<file path="config.mk">
export PLATFORM = sky130hd
export DESIGN_NAME = legv8_program_loader_flat
export DESIGN_NICKNAME = d
export VERILOG_FILES = /design/src/rtl/legv8_program_loader_pkg.sv /design/src/rtl/legv8_program_loader_if.sv /design/src/rtl/legv8_program_loader_field_packer.sv /design/src/rtl/legv8_program_loader.sv /design/src/flat_wrapper.sv
export SDC_FILE = /design/constraint.sdc
export NUM_CORES = 1
export LEC_CHECK = 0
export ABC_AREA = 1
export CORE_MARGIN = 2
export CORE_UTILIZATION = 45
export DETAILED_ROUTE_END_ITERATION = 12
export PLACE_DENSITY = 0.78
export SYNTH_ARGS = -nofsm -noshare
export SYNTH_HDL_FRONTEND = slang
export SYNTH_SLANG_ARGS = --single-unit
</file>
<file path="constraint.sdc">
create_clock -name clock -period 6.39 [get_ports clock]
set_clock_uncertainty 0.05 [all_clocks]
set_input_delay 0.639 -clock clock [delete_from_list [all_inputs] [get_ports clock]]
set_output_delay 0.639 -clock clock [all_outputs]
set_load 0.05 [all_outputs]
</file>
<file path="src/rtl/legv8_program_loader_pkg.sv">
// Shared definitions for the LEGv8 program loader: format/error codes, FSM states,
// symbolic instruction fields and immediate range helpers.
package legv8_program_loader_pkg;

  typedef enum logic [2:0] {
    FmtR    = 3'b000,
    FmtI    = 3'b001,
    FmtD    = 3'b010,
    FmtB    = 3'b011,
    FmtCb   = 3'b100,
    FmtIw   = 3'b101,
    FmtHalt = 3'b110,
    FmtInv  = 3'b111
  } fmt_e;

  typedef enum logic [1:0] {
    ErrNone   = 2'b00,
    ErrRange  = 2'b01,
    ErrClass  = 2'b10,
    ErrFormat = 2'b11
  } err_e;

  typedef enum logic [2:0] {
    StIdle,
    StEnc,
    StWrite,
    StDone,
    StErr
  } state_e;

  typedef struct packed {
    fmt_e        fmt;
    logic [10:0] opc;
    logic [4:0]  rd;
    logic [4:0]  rn;
    logic [4:0]  rm;
    logic [5:0]  shamt;
    logic [1:0]  hw;
    logic [31:0] imm;
  } fields_t;

  localparam int unsigned ImmWidthI  = 12;
  localparam int unsigned ImmWidthD  = 9;
  localparam int unsigned ImmWidthB  = 26;
  localparam int unsigned ImmWidthCb = 19;
  localparam int unsigned ImmWidthIw = 16;

  // Class bits of the packed IR, matched against IR[27:25] (R) or IR[28:26] (I/IW, B/CB).
  localparam logic [2:0] ClassR   = 3'b101;
  localparam logic [2:0] ClassIIw = 3'b100;
  localparam logic [2:0] ClassBCb = 3'b101;

  function automatic logic fits_unsigned(logic [31:0] imm, int unsigned width);
    return (imm >> width) == 32'd0;
  endfunction

  // A signed value fits iff everything above its sign bit is a copy of the sign bit.
  function automatic logic fits_signed(logic [31:0] imm, int unsigned width);
    logic [31:0] hi;
    hi = $signed(imm) >>> (width - 1);
    return (hi == '0) || (hi == '1);
  endfunction

endpackage

</file>
<file path="src/rtl/legv8_program_loader_if.sv">
// Instruction-field handshake plus imem write port of the program loader.
interface legv8_program_loader_if #(
  parameter int unsigned ADDR_W = 8
) ();

  logic              in_valid;
  logic              in_ready;
  logic [2:0]        in_fmt;
  logic [10:0]       in_opc;
  logic [4:0]        in_rd;
  logic [4:0]        in_rn;
  logic [4:0]        in_rm;
  logic [5:0]        in_shamt;
  logic [1:0]        in_hw;
  logic [31:0]       in_imm;
  logic              mem_we;
  logic [ADDR_W-1:0] mem_addr;
  logic [31:0]       mem_wdata;
  logic              mem_ack;

  // Boot source and imem side.
  modport master (
    output in_valid, in_fmt, in_opc, in_rd, in_rn, in_rm, in_shamt, in_hw, in_imm, mem_ack,
    input  in_ready, mem_we, mem_addr, mem_wdata
  );

  // Loader side.
  modport slave (
    input  in_valid, in_fmt, in_opc, in_rd, in_rn, in_rm, in_shamt, in_hw, in_imm, mem_ack,
    output in_ready, mem_we, mem_addr, mem_wdata
  );

endinterface

</file>
<file path="src/rtl/legv8_program_loader_field_packer.sv">
// Combinational LEGv8 instruction packer with immediate range and opcode class checks.
module legv8_program_loader_field_packer
  import legv8_program_loader_pkg::*;
#(
  parameter bit CHECK_CLASS = 1'b1
) (
  input  fields_t     fields,
  output logic [31:0] word,
  output err_e        err
);

  logic range_ok;
  logic class_ok;

  always_comb begin
    word     = '0;
    range_ok = 1'b1;
    class_ok = 1'b1;
    unique case (fields.fmt)
      FmtR: begin
        word     = {fields.opc, fields.rm, fields.shamt, fields.rn, fields.rd};
        class_ok = (word[27:25] == ClassR);
      end
      FmtI: begin
        word     = {fields.opc[10:1], fields.imm[11:0], fields.rn, fields.rd};
        range_ok = fits_unsigned(fields.imm, ImmWidthI);
        class_ok = (word[28:26] == ClassIIw);
      end
      FmtD: begin
        word     = {fields.opc, fields.imm[8:0], 2'b00, fields.rn, fields.rd};
        range_ok = fits_signed(fields.imm, ImmWidthD);
        class_ok = word[27] && !word[25];
      end
      FmtB: begin
        word     = {fields.opc[10:5], fields.imm[25:0]};
        range_ok = fits_signed(fields.imm, ImmWidthB);
        class_ok = (word[28:26] == ClassBCb);
      end
      FmtCb: begin
        word     = {fields.opc[10:3], fields.imm[18:0], fields.rd};
        range_ok = fits_signed(fields.imm, ImmWidthCb);
        class_ok = (word[28:26] == ClassBCb);
      end
      FmtIw: begin
        word     = {fields.opc[10:2], fields.hw, fields.imm[15:0], fields.rd};
        range_ok = fits_unsigned(fields.imm, ImmWidthIw);
        class_ok = (word[28:26] == ClassIIw);
      end
      FmtHalt, FmtInv: begin
        word = '0;
      end
    endcase

    // Priority: invalid format > class mismatch > range.
    if (fields.fmt == FmtInv) begin
      err = ErrFormat;
    end else if (CHECK_CLASS && !class_ok) begin
      err = ErrClass;
    end else if (!range_ok) begin
      err = ErrRange;
    end else begin
      err = ErrNone;
    end
  end

endmodule

</file>
<file path="src/rtl/legv8_program_loader.sv">
// LEGv8 program loader: accepts symbolic instructions, packs/checks them and writes them
// sequentially into instruction memory starting at BASE_ADDR.
module legv8_program_loader
  import legv8_program_loader_pkg::*;
#(
  parameter int unsigned ADDR_W      = 8,
  parameter int unsigned DEPTH       = 256,
  parameter int unsigned BASE_ADDR   = 0,
  parameter bit          CHECK_CLASS = 1'b1
) (
  input  logic              clock,
  input  logic              reset,
  input  logic              start,
  legv8_program_loader_if.slave bus,
  output logic [ADDR_W:0]   count,
  output logic              done,
  output logic              full,
  output logic [1:0]        err
);

  localparam logic [ADDR_W-1:0] BaseAddr = BASE_ADDR[ADDR_W-1:0];
  localparam logic [ADDR_W:0]   DepthCnt = DEPTH[ADDR_W:0];

  state_e            state_q;
  fields_t           fields_q;
  fields_t           in_fields;
  logic              mem_we_q;
  logic [ADDR_W-1:0] mem_addr_q;
  logic [31:0]       mem_wdata_q;
  logic [ADDR_W:0]   count_q;
  logic [ADDR_W:0]   count_inc;
  logic              done_q;
  logic              full_q;
  err_e              err_q;
  logic [31:0]       pack_word;
  err_e              pack_err;

  always_comb begin
    in_fields.fmt   = fmt_e'(bus.in_fmt);
    in_fields.opc   = bus.in_opc;
    in_fields.rd    = bus.in_rd;
    in_fields.rn    = bus.in_rn;
    in_fields.rm    = bus.in_rm;
    in_fields.shamt = bus.in_shamt;
    in_fields.hw    = bus.in_hw;
    in_fields.imm   = bus.in_imm;
  end

  legv8_program_loader_field_packer #(
    .CHECK_CLASS (CHECK_CLASS)
  ) u_packer (
    .fields (fields_q),
    .word   (pack_word),
    .err    (pack_err)
  );

  assign count_inc = count_q + {{ADDR_W{1'b0}}, 1'b1};

  // start behaves as a soft reset and wins over any handshake, including a pending write.
  always_ff @(posedge clock) begin
    if (reset || start) begin
      state_q     <= StIdle;
      mem_we_q    <= 1'b0;
      mem_addr_q  <= BaseAddr;
      mem_wdata_q <= '0;
      count_q     <= '0;
      done_q      <= 1'b0;
      full_q      <= 1'b0;
      err_q       <= ErrNone;
    end else begin
      unique case (state_q)
        StIdle: begin
          if (bus.in_valid) begin
            fields_q <= in_fields;
            if (in_fields.fmt == FmtHalt) begin
              done_q  <= 1'b1;
              state_q <= StDone;
            end else begin
              state_q <= StEnc;
            end
          end
        end
        StEnc: begin
          if (pack_err != ErrNone) begin
            err_q   <= pack_err;
            state_q <= StErr;
          end else begin
            mem_wdata_q <= pack_word;
            mem_we_q    <= 1'b1;
            state_q     <= StWrite;
          end
        end
        StWrite: begin
          if (bus.mem_ack) begin
            mem_we_q <= 1'b0;
            count_q  <= count_inc;
            // Address stays on the last word when full so it never leaves the window.
            if (count_inc == DepthCnt) begin
              done_q  <= 1'b1;
              full_q  <= 1'b1;
              state_q <= StDone;
            end else begin
              mem_addr_q <= mem_addr_q + {{(ADDR_W-1){1'b0}}, 1'b1};
              state_q    <= StIdle;
            end
          end
        end
        StDone, StErr: begin
          state_q <= state_q;
        end
        default: begin
          state_q <= StIdle;
        end
      endcase
    end
  end

  assign bus.in_ready  = (state_q == StIdle) && !start;
  assign bus.mem_we    = mem_we_q;
  assign bus.mem_addr  = mem_addr_q;
  assign bus.mem_wdata = mem_wdata_q;
  assign count         = count_q;
  assign done          = done_q;
  assign full          = full_q;
  assign err           = err_q;

endmodule

</file>
<file path="src/flat_wrapper.sv">
// flat-port wrapper written by rule: the top's interface ports become plain ports
module legv8_program_loader_flat import legv8_program_loader_pkg::*;
#(
  parameter int unsigned ADDR_W      = 8,
  parameter int unsigned DEPTH       = 256,
  parameter int unsigned BASE_ADDR   = 0,
  parameter bit          CHECK_CLASS = 1'b1
)
  (clock, reset, start, count, done, full, err, bus_in_valid, bus_in_fmt, bus_in_opc, bus_in_rd, bus_in_rn, bus_in_rm, bus_in_shamt, bus_in_hw, bus_in_imm, bus_mem_ack, bus_in_ready, bus_mem_we, bus_mem_addr, bus_mem_wdata);
  legv8_program_loader_if #(.ADDR_W(ADDR_W)) bus_i ();
  input  logic clock;
  input  logic reset;
  input  logic start;
  output logic [ADDR_W:0] count;
  output logic done;
  output logic full;
  output logic [1:0] err;
  input wire logic [$bits(bus_i.in_valid)-1:0] bus_in_valid;
  input wire logic [$bits(bus_i.in_fmt)-1:0] bus_in_fmt;
  input wire logic [$bits(bus_i.in_opc)-1:0] bus_in_opc;
  input wire logic [$bits(bus_i.in_rd)-1:0] bus_in_rd;
  input wire logic [$bits(bus_i.in_rn)-1:0] bus_in_rn;
  input wire logic [$bits(bus_i.in_rm)-1:0] bus_in_rm;
  input wire logic [$bits(bus_i.in_shamt)-1:0] bus_in_shamt;
  input wire logic [$bits(bus_i.in_hw)-1:0] bus_in_hw;
  input wire logic [$bits(bus_i.in_imm)-1:0] bus_in_imm;
  input wire logic [$bits(bus_i.mem_ack)-1:0] bus_mem_ack;
  output wire logic [$bits(bus_i.in_ready)-1:0] bus_in_ready;
  output wire logic [$bits(bus_i.mem_we)-1:0] bus_mem_we;
  output wire logic [$bits(bus_i.mem_addr)-1:0] bus_mem_addr;
  output wire logic [$bits(bus_i.mem_wdata)-1:0] bus_mem_wdata;
  assign bus_i.in_valid = bus_in_valid;
  assign bus_i.in_fmt = bus_in_fmt;
  assign bus_i.in_opc = bus_in_opc;
  assign bus_i.in_rd = bus_in_rd;
  assign bus_i.in_rn = bus_in_rn;
  assign bus_i.in_rm = bus_in_rm;
  assign bus_i.in_shamt = bus_in_shamt;
  assign bus_i.in_hw = bus_in_hw;
  assign bus_i.in_imm = bus_in_imm;
  assign bus_i.mem_ack = bus_mem_ack;
  assign bus_in_ready = bus_i.in_ready;
  assign bus_mem_we = bus_i.mem_we;
  assign bus_mem_addr = bus_i.mem_addr;
  assign bus_mem_wdata = bus_i.mem_wdata;
  legv8_program_loader #(.ADDR_W(ADDR_W), .DEPTH(DEPTH), .BASE_ADDR(BASE_ADDR), .CHECK_CLASS(CHECK_CLASS)) u_core (.clock(clock), .reset(reset), .start(start), .bus(bus_i), .count(count), .done(done), .full(full), .err(err));
endmodule
</file>
# Word-level counts from Yosys, hierarchy flattened
# Cells that the tools add are included.
[totals] output_inout_bits=55 input_bits=74 wordCells=97 ff_bits=126
[classes] n_bitwise=4 muxes=20 eq_ne=24 reduce_logical=31 add_sub_neg=2
[ops] operator="$pmux 32 s7" n=1
[ops] operator="$logic_not 32->1" n=5
[ops] operator="$eq 32x32->1 const B" n=3
[ops] operator="$eq 3x3->1 const B" n=9
[ops] operator="$reduce_and 3->1" n=5
[ops] operator="$eq 3x2->1 const B" n=4
[ops] operator="$pmux 3 s4" n=1
[ops] operator="$add 9x1->9 const B" n=1
[ops] operator="$eq 9x9->1 const B" n=1
[ops] operator="$mux 3" n=3
[ops] operator="$add 8x1->8 const B" n=1
[ops] operator="$mux 2" n=4
[ops] operator="$reduce_or 2->1" n=4
[ops] operator="$mux 1" n=7
[ops] operator="$eq 3x1->1 const B" n=2
[ops] operator="$logic_not 3->1" n=2
[ops] operator="$ne 2x2->1 const B" n=3
[ops] operator="$reduce_and 2->1" n=3
[ops] operator="$reduce_bool 2->1" n=3
[ops] operator="$pmux 1 s5" n=1
[ops] operator="$reduce_and 5->1" n=1
[ops] operator="$logic_or 1x1->1" n=4
[ops] operator="$ne 2x1->1 const B" n=2
[ops] operator="$not 1->1" n=4
[ops] operator="4 further kinds" n=7

# Depth between registers and ports, before layout
# Gate-level depths: netlist of the first run.
[depth] ltp_word=9 depth_mapped=14 mapped_depth_nobuf=14

# Modules after synthesis
# From an unflattened synthesis of the first run, not the netlist that was laid out.
[hier_totals] cells_unflattened=634 hier_area_um2=5674.2
[by_module_without_submodules] mod="legv8_program_loader" seq_area_each_um2=3213.1 cells_each=411 n_inst=1 area_each_um2=4554.4
[by_module_without_submodules] mod="legv8_program_loader_field_packer" seq_area_each_um2=0.0 cells_each=223 n_inst=1 area_each_um2=1119.8

# Worst setup path before layout of the first run
# OpenSTA, ideal clock, no wires.
[synth_path] path_kind="in2reg" startpoint="input port start" endpoint="register u_core.fields_q[0] (netlist name), enable pin" setup_time_ps=581 arrival_time_ps=6064 path_slack_ps=-305 path_stages=4 t_required_ps=5759 n_path_buf=1 cell_sequence="nor2_1 > inv_1 > clkbuf_1 > nor3_1"
[synth_via] elab_chain_len=3
[synth_rtl] item="from (decl)" line="flat_wrapper.sv:13" rtl="input logic start;"
[synth_rtl] item="$logic_or 1x1->1" line="legv8_program_loader.sv:61" rtl="if (reset || start) begin"
[synth_rtl] item="$not 1->1 (no line)"
[synth_rtl] item="$reduce_and 3->1 (no line)"
[synth_rtl] item="to (signal assigned)" line="legv8_program_loader.sv:74" rtl="fields_q <= in_fields;"
[synth_rtl] item="to (decl)" line="legv8_program_loader.sv:25" rtl="fields_t fields_q;"
# No other way between the ends.
# A chain may end at the register's enable or synchronous reset.

# Worst setup path after layout of the first run
[layout_path] startpoint="register u_core.fields_q[66] (netlist name)" endpoint="register u_core.mem_wdata_q[14], in the netlist u_core.bus.mem_wdata[14]"
[layout_via] elab_chain_len=8 word_cells_on_any_way=20 cone_classes="7 x eq/ne; 6 x mux; 1 x bitwise; 6 x reduce/logical"
[layout_rtl] item="$eq 3x3->1 (tied with other cells)" line="legv8_program_loader_field_packer.sv:19" rtl="unique case (fields.fmt)"
[layout_rtl] item="$pmux 1 s5 / $reduce_or 2->1 (equally long branches)"
[layout_rtl] item="$mux 1 / $pmux 1 s4 (equally long branches)" line="legv8_program_loader_field_packer.sv:59, legv8_program_loader_field_packer.sv:19"
[layout_rtl] item="$mux 2" line="legv8_program_loader_field_packer.sv:57" rtl="end else if (CHECK_CLASS && !class_ok) begin"
[layout_rtl] item="$mux 2" line="legv8_program_loader_field_packer.sv:55" rtl="if (fields.fmt == FmtInv) begin"
[layout_rtl] item="$reduce_bool 2->1" line="legv8_program_loader.sv:84" rtl="if (pack_err != ErrNone) begin"
[layout_rtl] item="$not 1->1 (no line)"
[layout_rtl] item="$reduce_and 2->1 (no line)"
[layout_rtl] item="to (signal assigned)" line="legv8_program_loader.sv:88" rtl="mem_wdata_q <= pack_word;"
[layout_rtl] item="to (decl)" line="legv8_program_loader.sv:29" rtl="logic [31:0] mem_wdata_q;"
# Parallel ways exist; a longest one is shown, timed or not.

==> summary.txt, run 1 <==
Die
  – Die span in y: between 100 and 150 µm
  – Die Width: about 120 µm
  – Num rows: 40
  – Ports: between 100 and 150
  – Initial Utilization: 0.465
  – Core area: 12200 µm²
  – Die ar.: 13500 µm²

Power and ir drop
  – Pwr per Cell Area: about 270 nW/µm²
  – Maximum vdd ir drop: between 200 and 250 µV
  – P_leak: approximately 0.0028 µW

Timing
  – Post-layout min period: 3480 ps
  – Unrepaired setup endpoints after global routing: false
  – Setup violators final: 0
  – Fmax: ~290 MHz
  – Setup TNS Final: 0 ps
  – Least-Margin Pin Slew: between 800 and 900 ps
  – Slew HR: 0.400
  – Hold Violations, Final: 0
  – Final max-slew violation count: 0
  – Fin crit share: 0.544

Synthesis
  – Synth Area in Compound Gates: 0.120
  – Syn Area/Cell: approximately 8.9 µm²
  – Synth Register Bits: ~130
  – Synth Instances: 636
  – Register area share after synthesis: 0.568
  – Top_reg_cell synth: edfxtp_1
  – Unique masters post-synth: 36
  – Post-Synth XOR/XNOR Area: 0.0139
  – Syn nets: 713
  – Synth Area in Simple Gates: 0.222
  – Synthesized area: roughly 5700 µm²
  – Post-synth EDFFs: 69
  – Synthesized-area fraction occupied by adder cells: 0.00663
  – Synth area leader: edfxtp_1
  – Largest family of logic cells by synthesized area: simple AND/OR/NAND/NOR gates
  – Multiplexer share of the synthesized area: 0
  – Top post-synthesis cells by area: edfxtp_1 (37%), dfxtp_1 (20%), nand2_1 (10%), a21oi_1 (4.8%), nand4_1 (4.6%)
  – Yosys top cell area share: 0.366
  – Ys Warns: 0
  – Fraction of registers with async set/reset: 0
  – Most frequent cell after synthesis: nand2_1
  – Post-synth top cells: nand2_1 (155), edfxtp_1 (69), inv_1 (64)

Drt
  – Vias per cell: between 5 and 6
  – Final wirelength: ~15000 µm
  – Drt first pass iters: 5
  – Post-route DRC violation count: 0
  – Number of routed nets with antenna violations: 0
  – Via count: 4974
  – Initial DRC count: around 370
  – DR WL/cell: ~15 µm

Worst setup path
  – Worst-path cell chain: nor2_2, nand2_1, o21ai_2, nand2_2, a21oi_4, nand3_4, nand2_1, a21oi_1
  – WP data arrival: between 3000 and 4000 ps
  – Worst Path Required: around 6600 ps
  – Crit path top cell by count: nand2_1
  – Max stage delay cell, worst path: a21oi_4
  – Largest delay share family, worst path: simple AND/OR/NAND/NOR gates
  – Crit path max fanout: 35
  – Reg2Reg Setup Slack: between 2000 and 3000 ps
  – Setup crit end kind: flop
  – WS Path Type: flop to flop
  – CP Buf/Inv Count: 0
  – Crit-path max cell delay: approximately 720 ps
  – Startpoint Class: flop

GRT
  – Largest net degree at the start of global routing: 70
  – GRT overflow: 0
  – Vias in the first global route: approximately 4800
  – Gr usage total: 0.222
  – Initial antenna violation count: 0
  – First-pass GRT wire length: around 23000 µm

Finish
  – Fill cell count: 984
  – Fraction of layout cells with a size suffix above 1: 0.0606
  – Final core utilization: 0.634
  – Layout Nets: 840
  – Antenna diode count: 0
  – P&R area growth vs syn: 36.1%

Clocking
  – Num CTS Buffers: 17
  – Sink Count: approximately 130
  – Clock root cell: clkbuf_16
  – Worst-path clk slew: ~50 ps
  – Post-CTS Resized: 0
  – CTS Hold Buffers Added: 0
  – Postcts setup bufs: 0
  – Bufs on Longest Clock Path: 2
  – H-tree levels: 4
  – Clock latency on the worst-skew pair: approximately 420 ps
  – CTS tree: yes

Flow run
  – Max-cap violations: 0

Placement
  – Post-DP HPWL: around 11000 µm
  – Port Buffers: 128
  – Routability cong.: 0.905

Hold path
  – Tightest Hold Check Type: flop to flop

Run status
  – Status: finished clean
## sequential cells by signal (all words and copies together), names as in the netlist
register / cells
u_core.bus.mem_addr: 8
u_core.bus.mem_wdata: 32
u_core.bus.mem_we: 1
u_core.count: 9
u_core.done: 1
u_core.err: 2
u_core.fields_q: 69
u_core.full: 1
u_core.state_q: 3
## per-layer routing
metal	GRT usage	wire length (µm)
met1	0.278	6130
met2	0.365	7060
met3	0.0560	932
met4	0.101	401
met5	0	0
## power by group
group	total, µW	internal [µW]	switching (µW)
registers	887	875	11.4
logic	138	61.2	77.0
clock network	1020	687	336
total	2050	1620	425
## cell usage in the layout (no fill, tap or decap), types with 20 or more instances in the layout
master           instances
a21oi_1                 54
dfxtp_1                 57
clkdlybuf4s50_1        128
edfxtp_1                69
nand4_1                 42
nor2_1                  55
o21ai_0                 41
nand3_1                 21
inv_1                   64
clkbuf_16               20
nand2_1                155
## area by class of cell
cell class / instances / area, µm² / share of cell area
Clock buffer: 26 / 563 / 0.0731
Clock inverter: 6 / 88.8 / 0.0115
Inverter: 67 / 251 / 0.0326
Multi-Input combinational cell: 419 / 2070 / 0.268
Sequential cell: 126 / 3210 / 0.417
Tap cell: 168 / 210 / 0.0273
Timing Repair Buffer: 132 / 1310 / 0.170
## worst reg2reg max path, cell delays in order (launching register included)
cell	delay, ps
edfxtp_1	500
nor2_2	550
nand2_1	410
o21ai_2	240
nand2_2	100
a21oi_4	720
nand3_4	450
nand2_1	220
a21oi_1	90
## final timing paths
check	cells past startpoint	to	from
worst max register to register	8	u_core.bus.mem_wdata[14]	u_core.fields_q[66]
worst max-delay path	8	u_core.bus.mem_wdata[14]	u_core.fields_q[66]
worst min-delay path	2	u_core.full	u_core.full
worst min register to register	2	u_core.full	u_core.full
## cells by family after synthesis
family,count (synthesis)
AOI/OAI and AO/OA,121
DFF,126
adders and majority gates,3
and+or+nand+nor,286
xor gates and xnor gates,9
buffers and inverters,91
## per-stage QoR
stage	power, µW	std cells	hold WS, ps	area, µm²	worst slack (ps)
finish	2050	944	397	7710	2910
global placement	1040	912	394	7050	3250
detailed placement	1040	912	393	7050	2990
CTS	2060	944	401	7710	2930
floorplan	970	636	418	5670	1860
global route	2110	944	431	7710	2670
Power figures use the tool's default switching activity.
==> run 2, diff against run 1 <==
Clock period 6.39 ns to 3.05 ns, I/O delays scaled along.
==> run 2 against run 1 <==
  * Routed wire length grew 1.3%
  * Cell area barely moved
  * Total power is 96% higher
  * Die area unchanged
  * Sequential share of layout area about the same
  * Highest routed layer unchanged
==> summary.txt, run 2 (synthesis gave the netlist of run 1 again) <==
Finish
  – Largest Register: u_core.fields_q
  – P&R area growth vs syn: 36.1%
  – Final Instance Area: between 7000 and 8000 µm²
  – Commonest non-fill, non-tap cell in the layout: nand2_1
  – Largest register FFs: 69
  – Fill cell count: between 1000 and 1500
  – Layout Nets: 851
  – Antenna diode count: 0
  – Fraction of layout cells with a size suffix above 1: 0.0661
  – Most frequent cells in the layout: nand2_1 (155), clkdlybuf4s50_1 (128), edfxtp_1 (69)

Power and ir drop
  – Pwr per Cell Area: between 500 and 600 nW/µm²
  – Maximum vdd ir drop: approximately 360 µV
  – P_leak: around 0.0028 µW

Die
  – Initial Utilization: 0.465
  – Ports: 129
  – Core area: about 12000 µm²
  – Die Width: ~120 µm
  – Die span in y: roughly 120 µm
  – Die ar.: ~13000 µm²
  – Num rows: 40

Timing
  – Setup TNS Final: 0 ps
  – Setup violators final: 0
  – Post-layout min period: roughly 2700 ps
  – Hold Violations, Final: 0
  – Least-Margin Pin Slew: 643 ps
  – Unrepaired setup endpoints after global routing: false
  – Fmax: around 370 MHz
  – Slew HR: 0.570
  – Fin crit share: 0.894
  – Final max-slew violation count: 0

Drt
  – Final wirelength: 14700 µm
  – Post-route DRC violation count: 0
  – Via count: between 5000 and 6000
  – DR WL/cell: approximately 15 µm
  – Vias per cell: around 5.3
  – Drt first pass iters: 6
  – Initial DRC count: around 380
  – Number of routed nets with antenna violations: 0

Run status
  – Status: finished clean

Worst setup path
  – Crit path top cell by count: nor2_1
  – Worst-path cell chain: nor2_1, inv_1, nor2_1, inv_1, nor2_1, clkdlybuf4s50_1
  – Startpoint Class: flop
  – Largest delay share family, worst path: buffers and inverters
  – Setup crit end kind: primary output
  – Crit-path max cell delay: 800 ps
  – Worst Path Required: 2690 ps
  – Max stage delay cell, worst path: clkdlybuf4s50_1
  – WP data arrival: between 2000 and 2500 ps
  – CP Buf/Inv Count: 3
  – Crit path max fanout: 5
  – WS Path Type: flop to primary output

GRT
  – Largest net degree at the start of global routing: 49
  – Vias in the first global route: approximately 5000
  – Gr usage total: 0.226
  – GRT overflow: 0
  – First-pass GRT wire length: approximately 23000 µm
  – Initial antenna violation count: 0

Clocking
  – Num CTS Buffers: 17
  – Bufs on Longest Clock Path: 2
  – Worst-path clk slew: 60 ps
  – Sink Count: 126
  – Clock root cell: clkbuf_16
  – CTS tree: yes
  – Post-CTS Resized: 0
  – Clock latency on the worst-skew pair: roughly 420 ps
  – H-tree levels: 4
  – CTS Hold Buffers Added: 0
  – Postcts setup bufs: 0

Hold path
  – Tightest Hold Check Type: primary input to flop

Flow run
  – Max-cap violations: 0

Placement
  – Instance area at placement: 7160 µm²
  – Port Buffers: around 130
  – Post-DP HPWL: roughly 11000 µm
  – Routability cong.: between 0.9 and 1
run 2: changes by cell type in the layout (fill, tap and decap cells not counted):
cell,delta
buf_4,+9
buf_12,+2
clkbuf_1,+2
clkbuf_16,-3
nor2_2,+1
nor2_1,-1
clkinv_4,-2
inv_4,-1
clkbuf_8,-4
clkinv_1,+5
clkinv_2,+3
run 2: routing by layer:
layer	track usage	up-vias	wire, µm
met5	0	-	0
met4	0.102	0	344
met3	0.0550	31	986
met2	0.372	219	7150
met1	0.285	2369	6220
li1	-	2464	-
run 2: layout make-up:
cell class	instances	area (µm²)	area share
clock buffer	21	440	0.0572
clock inverter	11	98.8	0.0128
inverter	67	251	0.0326
multi-input combinational	419	2070	0.269
sequential	126	3210	0.417
tap	168	210	0.0273
timing repair buffer	143	1420	0.184
run 2: final timing paths:
path / start / end / slack (ps) / cells after the start
hold reg to reg: u_core.full / u_core.full / 410 / 2
hold / removal: bus_in_opc[5] / u_core.fields_q[60] / 390 / 1
setup / recovery: u_core.state_q[2] / bus_in_ready / 320 / 6
setup reg to reg: u_core.fields_q[66] / u_core.state_q[1] / 460 / 9
run 2: where the power goes:
group | leakage, µW | total [µW] | internal (µW) | switching, µW
Clock | 0.000266 | 1860 | 1180 | 680
Combinational | 0.00148 | 304 | 139 | 165
Sequential | 0.00109 | 1860 | 1830 | 23.9
Total | 0.00284 | 4020 | 3150 | 869
run 2: stage by stage:
step | worst slack, ps | std cells | power [µW] | hold slack, ps | util
finish | 324 | 955 | 4020 | 390 | 0.633
floorplan | 35.0 | 636 | 2030 | 354 | -
global route | 201 | 955 | 4170 | 377 | 0.633
detailed placement | 517 | 923 | 2190 | 398 | 0.589
CTS | 334 | 955 | 4060 | 366 | 0.633
global placement | 610 | 923 | 2180 | 395 | 0.589
==> run 3, diff against run 2 <==
Settings changed: CORE_ASPECT_RATIO set to 1.75, SETUP_SLACK_MARGIN set to 0.05, SLEW_MARGIN set to 10.
==> run 3 against run 2 <==
  * Die area rose by 0.26%
  * Routed wire length fell by 2.4%
  * Maximum frequency rose by 7.2%
  * Sequential cell count did not move
  * Register-to-register slack improved by 140 ps
  * Highest routed layer unchanged
==> summary.txt, run 3 (synthesis gave the netlist of run 1 again) <==
Drt
  – Post-route DRC violation count: 0
  – Drt first pass iters: 5
  – Number of routed nets with antenna violations: 0
  – Via count: approximately 5000
  – DR WL/cell: between 15 and 20 µm
  – Vias per cell: about 5.3
  – Initial DRC count: 460
  – Final wirelength: 14400 µm

GRT
  – Gr usage total: 0.218
  – GRT overflow: 0
  – First-pass GRT wire length: 22900 µm
  – Vias in the first global route: just under 5000
  – Initial antenna violation count: 0
  – Largest net degree at the start of global routing: 70

Finish
  – Layout Nets: between 800 and 900
  – Fraction of layout cells with a size suffix above 1: 0.0628
  – Commonest non-fill, non-tap cell in the layout: nand2_1
  – P&R area growth vs syn: 35.5%
  – Antenna diode count: 0
  – Most frequent cells in the layout: nand2_1 (155), clkdlybuf4s50_1 (128), edfxtp_1 (69)
  – Fill cell count: ~1000
  – Finished Layout Cells: around 950
  – Largest Register: u_core.fields_q
  – Largest register FFs: a little under 70

Run status
  – Status: finished clean

Clocking
  – CTS Hold Buffers Added: 0
  – Bufs on Longest Clock Path: 2
  – Clock latency on the worst-skew pair: just over 400 ps
  – Num CTS Buffers: 17
  – Worst-path clk slew: about 50 ps
  – Postcts setup bufs: 0
  – H-tree levels: 4
  – Sink Count: ~130
  – CTS tree: yes
  – Clock root cell: clkbuf_16
  – Post-CTS Resized: 0

Hold path
  – Tightest Hold Check Type: primary input to flop

Placement
  – Placed Cells: 916
  – Post-DP HPWL: around 11000 µm
  – Routability cong.: ~0.96
  – Port Buffers: 128
  – DP Worst Slack: ~640 ps

Timing
  – Post-layout min period: 2540 ps
  – Setup TNS Final: 0 ps
  – Setup violators final: 0
  – Setup WS post-layout: ~510 ps
  – Fmax: between 300 and 400 MHz
  – Least-Margin Pin Slew: just under 700 ps
  – Hold Violations, Final: 0
  – Unrepaired setup endpoints after global routing: false
  – Fin crit share: 0.834
  – Min Hold Slack: about 400 ps
  – Slew HR: 0.544
  – Final max-slew violation count: 0

Power and ir drop
  – Maximum vdd ir drop: 414 µV
  – P_leak: ~0.0028 µW
  – Pwr per Cell Area: about 520 nW/µm²

Worst setup path
  – Startpoint Class: flop
  – Worst Path Required: 2690 ps
  – WP data arrival: 2190 ps
  – Setup crit end kind: primary output
  – WS Path Type: flop to primary output
  – Crit path max fanout: 5

Die
  – Num rows: between 50 and 60
  – Die ar.: 13500 µm²
  – Ports: roughly 130
  – Die Width: between 80 and 90 µm
  – Initial Utilization: 0.458
  – Core area: between 10000 and 15000 µm²
  – Die span in y: between 150 and 200 µm

Flow run
  – Max-cap violations: 0
run 3: cell count changes in the layout (fill, tap and decap cells not counted), moves of 2 or more:
cell	delta
buf_4	-6
clkbuf_16	+2
clkbuf_8	+3
bufinv_16	-2
clkinv_1	-5
run 3: final timing paths:
| kind | startpoint | end | slack (ps) | cells past startpoint |
|---|---|---|---|---|
| max reg2reg | u_core.fields_q[67] | u_core.bus.mem_wdata[24] | 600 | 8 |
| min reg2reg | u_core.bus.mem_we | u_core.bus.mem_we | 400 | 2 |
| max | u_core.state_q[2] | bus_in_ready | 510 | 6 |
| min | bus_in_imm[31] | u_core.fields_q[31] | 400 | 1 |
run 3: worst max-delay path: stages (launching register included):
cell	delay, ps
dfxtp_1	360
nor2_1	160
inv_1	90
nor2_1	150
inv_1	120
nor2_1	100
clkdlybuf4s50_1	810
run 3: where the power goes:
group / switching [µW] / leakage (µW) / total [µW] / internal [µW]
clock network: 679 / 0.000277 / 1870 / 1200
registers: 22.7 / 0.00109 / 1860 / 1830
logic: 159 / 0.00144 / 292 / 133
total: 860 / 0.00281 / 4020 / 3160
run 3: final cells by class:
type / instances / area [µm²] / share of cell area
inverters: 67 / 251 / 0.0328
clock inverters: 5 / 27.5 / 0.00359
repair buffers: 136 / 1350 / 0.177
clock buffers: 27 / 536 / 0.0698
multi-input cells: 419 / 2080 / 0.271
flip-flops and latches: 126 / 3210 / 0.419
well taps: 168 / 210 / 0.0274
run 3: routing by layer:
layer	vias to the layer above	GRT usage	part of all wire
li1	2445	-	-
met1	2352	0.232	0.37
met2	209	0.383	0.54
met3	39	0.0423	0.053
met4	0	0.124	0.041
met5	-	0	0
run 3: through the flow:
stage          utilization  total power (µW)  area [µm²]
2_1_floorplan            -              2030        5680
3_3_place_gp         0.575              2170        7100
3_5_place_dp         0.575              2180        7100
4_1_cts              0.620              4040        7670
5_1_grt              0.620              4150        7670
6_report             0.620              4020        7670
==> RTL edit 1 (settings of run 1) <==
The 5 states of `state_e` get a Gray code encoding in 3 bits.
--- a/src/rtl/legv8_program_loader_pkg.sv
+++ b/src/rtl/legv8_program_loader_pkg.sv
@@ -21,11 +21,11 @@
   } err_e;
 
   typedef enum logic [2:0] {
-    StIdle,
-    StEnc,
-    StWrite,
-    StDone,
-    StErr
+    StIdle  = 3'b000,
+    StEnc   = 3'b001,
+    StWrite = 3'b011,
+    StDone  = 3'b010,
+    StErr   = 3'b110
   } state_e;
 
   typedef struct packed {
Function: same outputs for any inputs over 4 cycles, from zero or initial values; so few cycles prove little.
==> RTL edit 1 against run 1 <==
  * Area after synthesis fell by 1.9%
  * Routed wire length shrank 4.0%
  * Die area down 1.8%
  * Non-clock buffer count decreased by 1
  * Worst setup slack lost 0.037 ns
  * First-iteration DRC count rose by 11%
  * Sequential cell count is the same
  * Design area decreased by 3.2%
  * Via count shrank 3.4%
  * Total power decreased by 8.3%
==> RTL edit 1: results (changes against run 1) <==
CTS resizes = 0 (unchanged)
First-pass GRT wire length = 22.70 mm (-0.81%)
Layout Nets = 812 (-3.3%)
Ys async rst share = 0 (unchanged)
Biggest register = u_core.fields_q
Ys flop type = edfxtp_1
Least-Margin Pin Slew = 0.9012 ns (+0.002639 ns)
Antenna Diode Count = 0 (unchanged)
1st-iter DRT viols = 405 (+11%)
Layout cells sized above 1 = 0.05474 (-0.005827)
CP arrival = 3.73 ns (+0.03 ns)
Vias in the first global route = 4650 (-3.1%)
Internal = 1483 µW (-8.7%)
Top post-synthesis cells by count = 132 x nand2_1, 69 x a21oi_1, 69 x edfxtp_1
Inserted Clock Buffers = 17 (unchanged)
Placer congestion estimate = 0.9089 (+0.49%)
Drt pass-1 iters = 7 (+2)
Clock transition at the registers of the reported paths = 0.05 ns (about the same)
Setup WS pre-CTS = 2.910 ns (-0.08360 ns)
Clock Latency Late Sink = 0.41 ns
Drt wl/cell = 15.56 µm (+1.1%)
Syn_nets = 690 (-3.2%)
Vias per cell = 5.362 (+1.8%)
CTS H-tree lvls = 4 (unchanged)
Sequential cell area fraction in the yosys report = 0.5784 (+0.01074)
Hold Crit Start = u_core.bus.mem_wdata[29]
Yosys cell types = 37 (+2.8%)
CTS Buffer Depth = 2 (unchanged)
Synth warn = 0 (unchanged)
Synth area leaders = edfxtp_1 37%, dfxtp_1 21%, nand2_1 8.9%, a21oi_1 6.2%, nor2_1 4.3%
Total Routing Usage GR = 0.2202 (-0.001889)
P_leak = 0.002676 µW (-5.4%)
Hpwl dp = 10.10 mm (-4.1%)
Worst R2R Start = u_core.fields_q[68]
Worst VDD drop = 0.0002262 V (+10%)
Max reg flops = 69 (unchanged)
Fillcell total = 1002 (+1.8%)
Initial antenna violation count = 0 (unchanged)
Status = finished, final reports clean
RTL edit 1: cell types whose count changed after synthesis, sizes merged, moves of 5 or more:
| cell | run 1 | this run |
|---|---|---|
| a22oi | 1 | 9 |
| nand4 | 42 | 36 |
| o22ai | 9 | 0 |
| nand2 | 158 | 132 |
| nand3 | 23 | 17 |
| nor3 | 4 | 9 |
| inv | 67 | 53 |
| o21ai | 42 | 35 |
| nor2 | 56 | 66 |
| a21oi | 55 | 70 |
RTL edit 1: kinds of logic (layout without fill, tap and decap cells):
group / Yosys count / after routing / synth area share
DFF: 126 / 126 / 0.5784
AOI/OAI and AO/OA: 130 / 130 / 0.1309
buffers and inverters: 83 / 218 / 0.06216
and+or+nand+nor: 262 / 262 / 0.2068
xor gates and xnor gates: 11 / 11 / 0.01734
adders and majority gates: 2 / 2 / 0.004504
RTL edit 1: worst paths after layout:
check / endpoint / slack [ns]
min reg2reg: u_core.bus.mem_wdata[29] / 0.41
max reg2reg: u_core.bus.mem_wdata[25] / 2.88
max: u_core.bus.mem_wdata[25] / 2.88
min: u_core.bus.mem_wdata[29] / 0.41
RTL edit 1: critical path, cell delays in order (launching register included):
cell and delay, ns:
edfxtp_1 0.52, nor2_4 0.37, nand2_1 0.53, o21ai_1 0.28, nand2_1 0.12, a21oi_4 0.74
nand3_4 0.46, nand2_1 0.21, a21oi_1 0.09
RTL edit 1: final cells by class:
class                   instances  area [µm²]  share of cell area
inverters                      55       206.4             0.02767
well taps                     147       183.9             0.02465
flip-flops and latches        126        3213              0.4307
multi-input cells             405        2014              0.2700
repair buffers                131        1304              0.1747
clock buffers                  25       475.5             0.06373
clock inverters                 7       63.81            0.008553
RTL edit 1: power groups by stage:
stage	registers [µW]	clock network (µW)	logic (µW)
floorplan	901	0	54.5
global route	886	925	133
CTS	885	889	121
finish	885	872	121
detailed placement	901	0	121
global placement	901	0	118
RTL edit 1: routing by layer:
layer  wire length (µm)  track usage
met5                  0            0
met4                178      0.07068
met3                847      0.04481
met2               6802       0.3635
met1               6110       0.2929
RTL edit 1: through the flow:
step,instance area (µm²),std cells
2_1_floorplan,5560,614
3_3_place_gp,6922,864
3_5_place_dp,6922,864
4_1_cts,7461,896
5_1_grt,7461,896
6_report,7461,896
==> RTL edit 2 (settings of run 1) <==
Made on the original files. `DEPTH` is set to 256 in 2 places; all go to 192.
--- a/src/rtl/legv8_program_loader.sv
+++ b/src/rtl/legv8_program_loader.sv
@@ -4,7 +4,7 @@
   import legv8_program_loader_pkg::*;
 #(
   parameter int unsigned ADDR_W      = 8,
-  parameter int unsigned DEPTH       = 256,
+  parameter int unsigned DEPTH       = 192,
   parameter int unsigned BASE_ADDR   = 0,
   parameter bit          CHECK_CLASS = 1'b1
 ) (
--- a/src/flat_wrapper.sv
+++ b/src/flat_wrapper.sv
@@ -2,7 +2,7 @@
 module legv8_program_loader_flat import legv8_program_loader_pkg::*;
 #(
   parameter int unsigned ADDR_W      = 8,
-  parameter int unsigned DEPTH       = 256,
+  parameter int unsigned DEPTH       = 192,
   parameter int unsigned BASE_ADDR   = 0,
   parameter bit          CHECK_CLASS = 1'b1
 )
Function: no difference found for any inputs over 4 cycles, from zero or initial values; that may be too few to reach the edited logic, so the function may still have changed.
==> RTL edit 2 against run 1 <==
  * Clock power shrank 11%
  * Synthesized cell count grew 0.79%
  * Routed wire length up 2.9%
  * Worst setup slack better by 0.10 ns
  * Count of clock-buffer cells in the layout down 3
  * Die area up 0.13%
  * Total power decreased by 5.6%
  * Sequential cell count unchanged
  * Via count rose by 1.1%
  * Cell count rose by 0.32%
  * Design area decreased by 0.89%
  * Area after synthesis up 0.13%
  * Sequential share of layout area increased by 0.38 points
==> RTL edit 2: results (changes against run 1) <==
Status = finished, final reports clean
1st-iter DRT viols = 595 (+63%)
Max reg flops = 69 (unchanged)
Post-Route WL = 14.95 mm (+2.9%)
Inserted Clock Buffers = 17 (unchanged)
IO buf count = 128 (unchanged)
Drt pass-1 iters = 6 (+1)
Clock Latency Late Sink = 0.42 ns (about the same)
First-pass GRT wire length = 23.00 mm (+0.48%)
Setup WS pre-CTS = 3.106 ns (+0.1124 ns)
Post-CTS Setup Bufs = 0 (unchanged)
Initial antenna violation count = 0 (unchanged)
CTS H-tree lvls = 4 (unchanged)
Sequential cell area fraction in the yosys report = 0.5669 (-0.0007518)
Top post-synthesis cells by count = 152 x nand2_1, 69 x edfxtp_1, 67 x inv_1
Ys async rst share = 0 (unchanged)
Clock transition at the registers of the reported paths = 0.06 ns
Number of synthesized flops with an enable pin = 69 (unchanged)
Synth area leaders = edfxtp_1 37%, dfxtp_1 20%, nand2_1 10%, nand4_1 4.7%, a21oi_1 4.6%
CTS resizes = 0 (unchanged)
Biggest register = u_core.fields_q
Largest net degree at the start of global routing = 70 (unchanged)
Placer congestion estimate = 0.9319 (+3.0%)
Root buf cell = clkbuf_16
Worst-path fanout max = 35 (unchanged)
Layout cells sized above 1 = 0.06033 (-0.0002332)
Worst VDD drop = 0.0002225 V (+8.6%)
CP arrival = 3.69 ns (about the same)
Vias per cell = 5.313 (+0.83%)
CTS Buffer Depth = 2 (unchanged)
Vias in the first global route = 4824 (+0.52%)
Yosys cell types = 33 (-8.3%)
Synth warn = 0 (unchanged)
Total Routing Usage GR = 0.2248 (+0.002726)
Antenna Diode Count = 0 (unchanged)
Least-Margin Pin Slew = 0.8811 ns (-0.01741 ns)
Hpwl dp = 10.93 mm (+3.8%)
Layout Nets = 843 (+0.36%)
Ys flop type = edfxtp_1
Hold/Removal Path Class = flip-flop to flip-flop
P_leak = 0.002801 µW (-1.0%)
Syn_nets = 718 (+0.70%)
## RTL edit 2: cell types whose count changed in the layout (fill, tap and decap cells not counted), moves of 3 or more
cell / change
inv_1: +3
clkinv_2: +4
o21ai_0: +3
nand2_1: -3
nor2_1: +3
a31oi_1: +3
## RTL edit 2: power breakdown
part           leakage (µW)  switching, µW  total [µW]  internal [µW]
clock network      0.000286            342         909            566
registers           0.00109           11.9         887            875
logic               0.00142           76.8         138           61.3
total               0.00280            431        1930           1500
## RTL edit 2: worst max-delay path, cell delays in order (launching register included)
cell and delay (ns):
edfxtp_1 0.52, nor2_2 0.52, nand2_1 0.38, o21ai_1 0.22, nand2_1 0.13, a21oi_4 0.71
nand3_4 0.44, nand3_1 0.22, nand2_1 0.06, inv_1 0.07
## RTL edit 2: kinds of logic (layout without fill, tap and decap cells)
logic type,after synthesis,in the layout,synth area share
DFF,126,126,0.5669
xor gates and xnor gates,9,9,0.01391
buffers and inverters,94,232,0.06976
AOI/OAI and AO/OA,120,120,0.1166
adders and majority gates,3,3,0.006623
and+or+nand+nor,289,289,0.2263
## RTL edit 2: layout make-up
| class | instances | area [µm²] |
|---|---|---|
| clock buffers | 23 | 519.2 |
| clock inverters | 9 | 55.05 |
| fillers | 1036 | 4524 |
| inverters | 69 | 259.0 |
| multi-input cells | 421 | 2077 |
| flip-flops and latches | 126 | 3213 |
| well taps | 168 | 210.2 |
| repair buffers | 131 | 1304 |
## RTL edit 2: through the flow
stage	cells	instance area (µm²)
5_1_grt	947	7637
2_1_floorplan	641	5673
3_5_place_dp	915	7063
6_report	947	7637
3_3_place_gp	915	7063
4_1_cts	947	7637
## RTL edit 2: path summary, 6_finish.rpt
check | start | endpoint | slack, ns | depth (start not counted)
worst max-delay path | u_core.fields_q[66] | u_core.state_q[1] | 3.02 | 9
worst min-delay path | u_core.done | u_core.done | 0.41 | 2
worst max register to register | u_core.fields_q[66] | u_core.state_q[1] | 3.02 | 9
worst min register to register | u_core.done | u_core.done | 0.41 | 2
## RTL edit 2: routing by layer
metal / up-vias / wire length (µm) / part of all wire / track usage
li1: 2443 / - / - / -
met1: 2304 / 6206 / 0.42 / 0.2723
met2: 241 / 7177 / 0.48 / 0.3702
met3: 43 / 1067 / 0.071 / 0.05656
met4: 0 / 496 / 0.033 / 0.1206
met5: - / 0 / 0 / 0
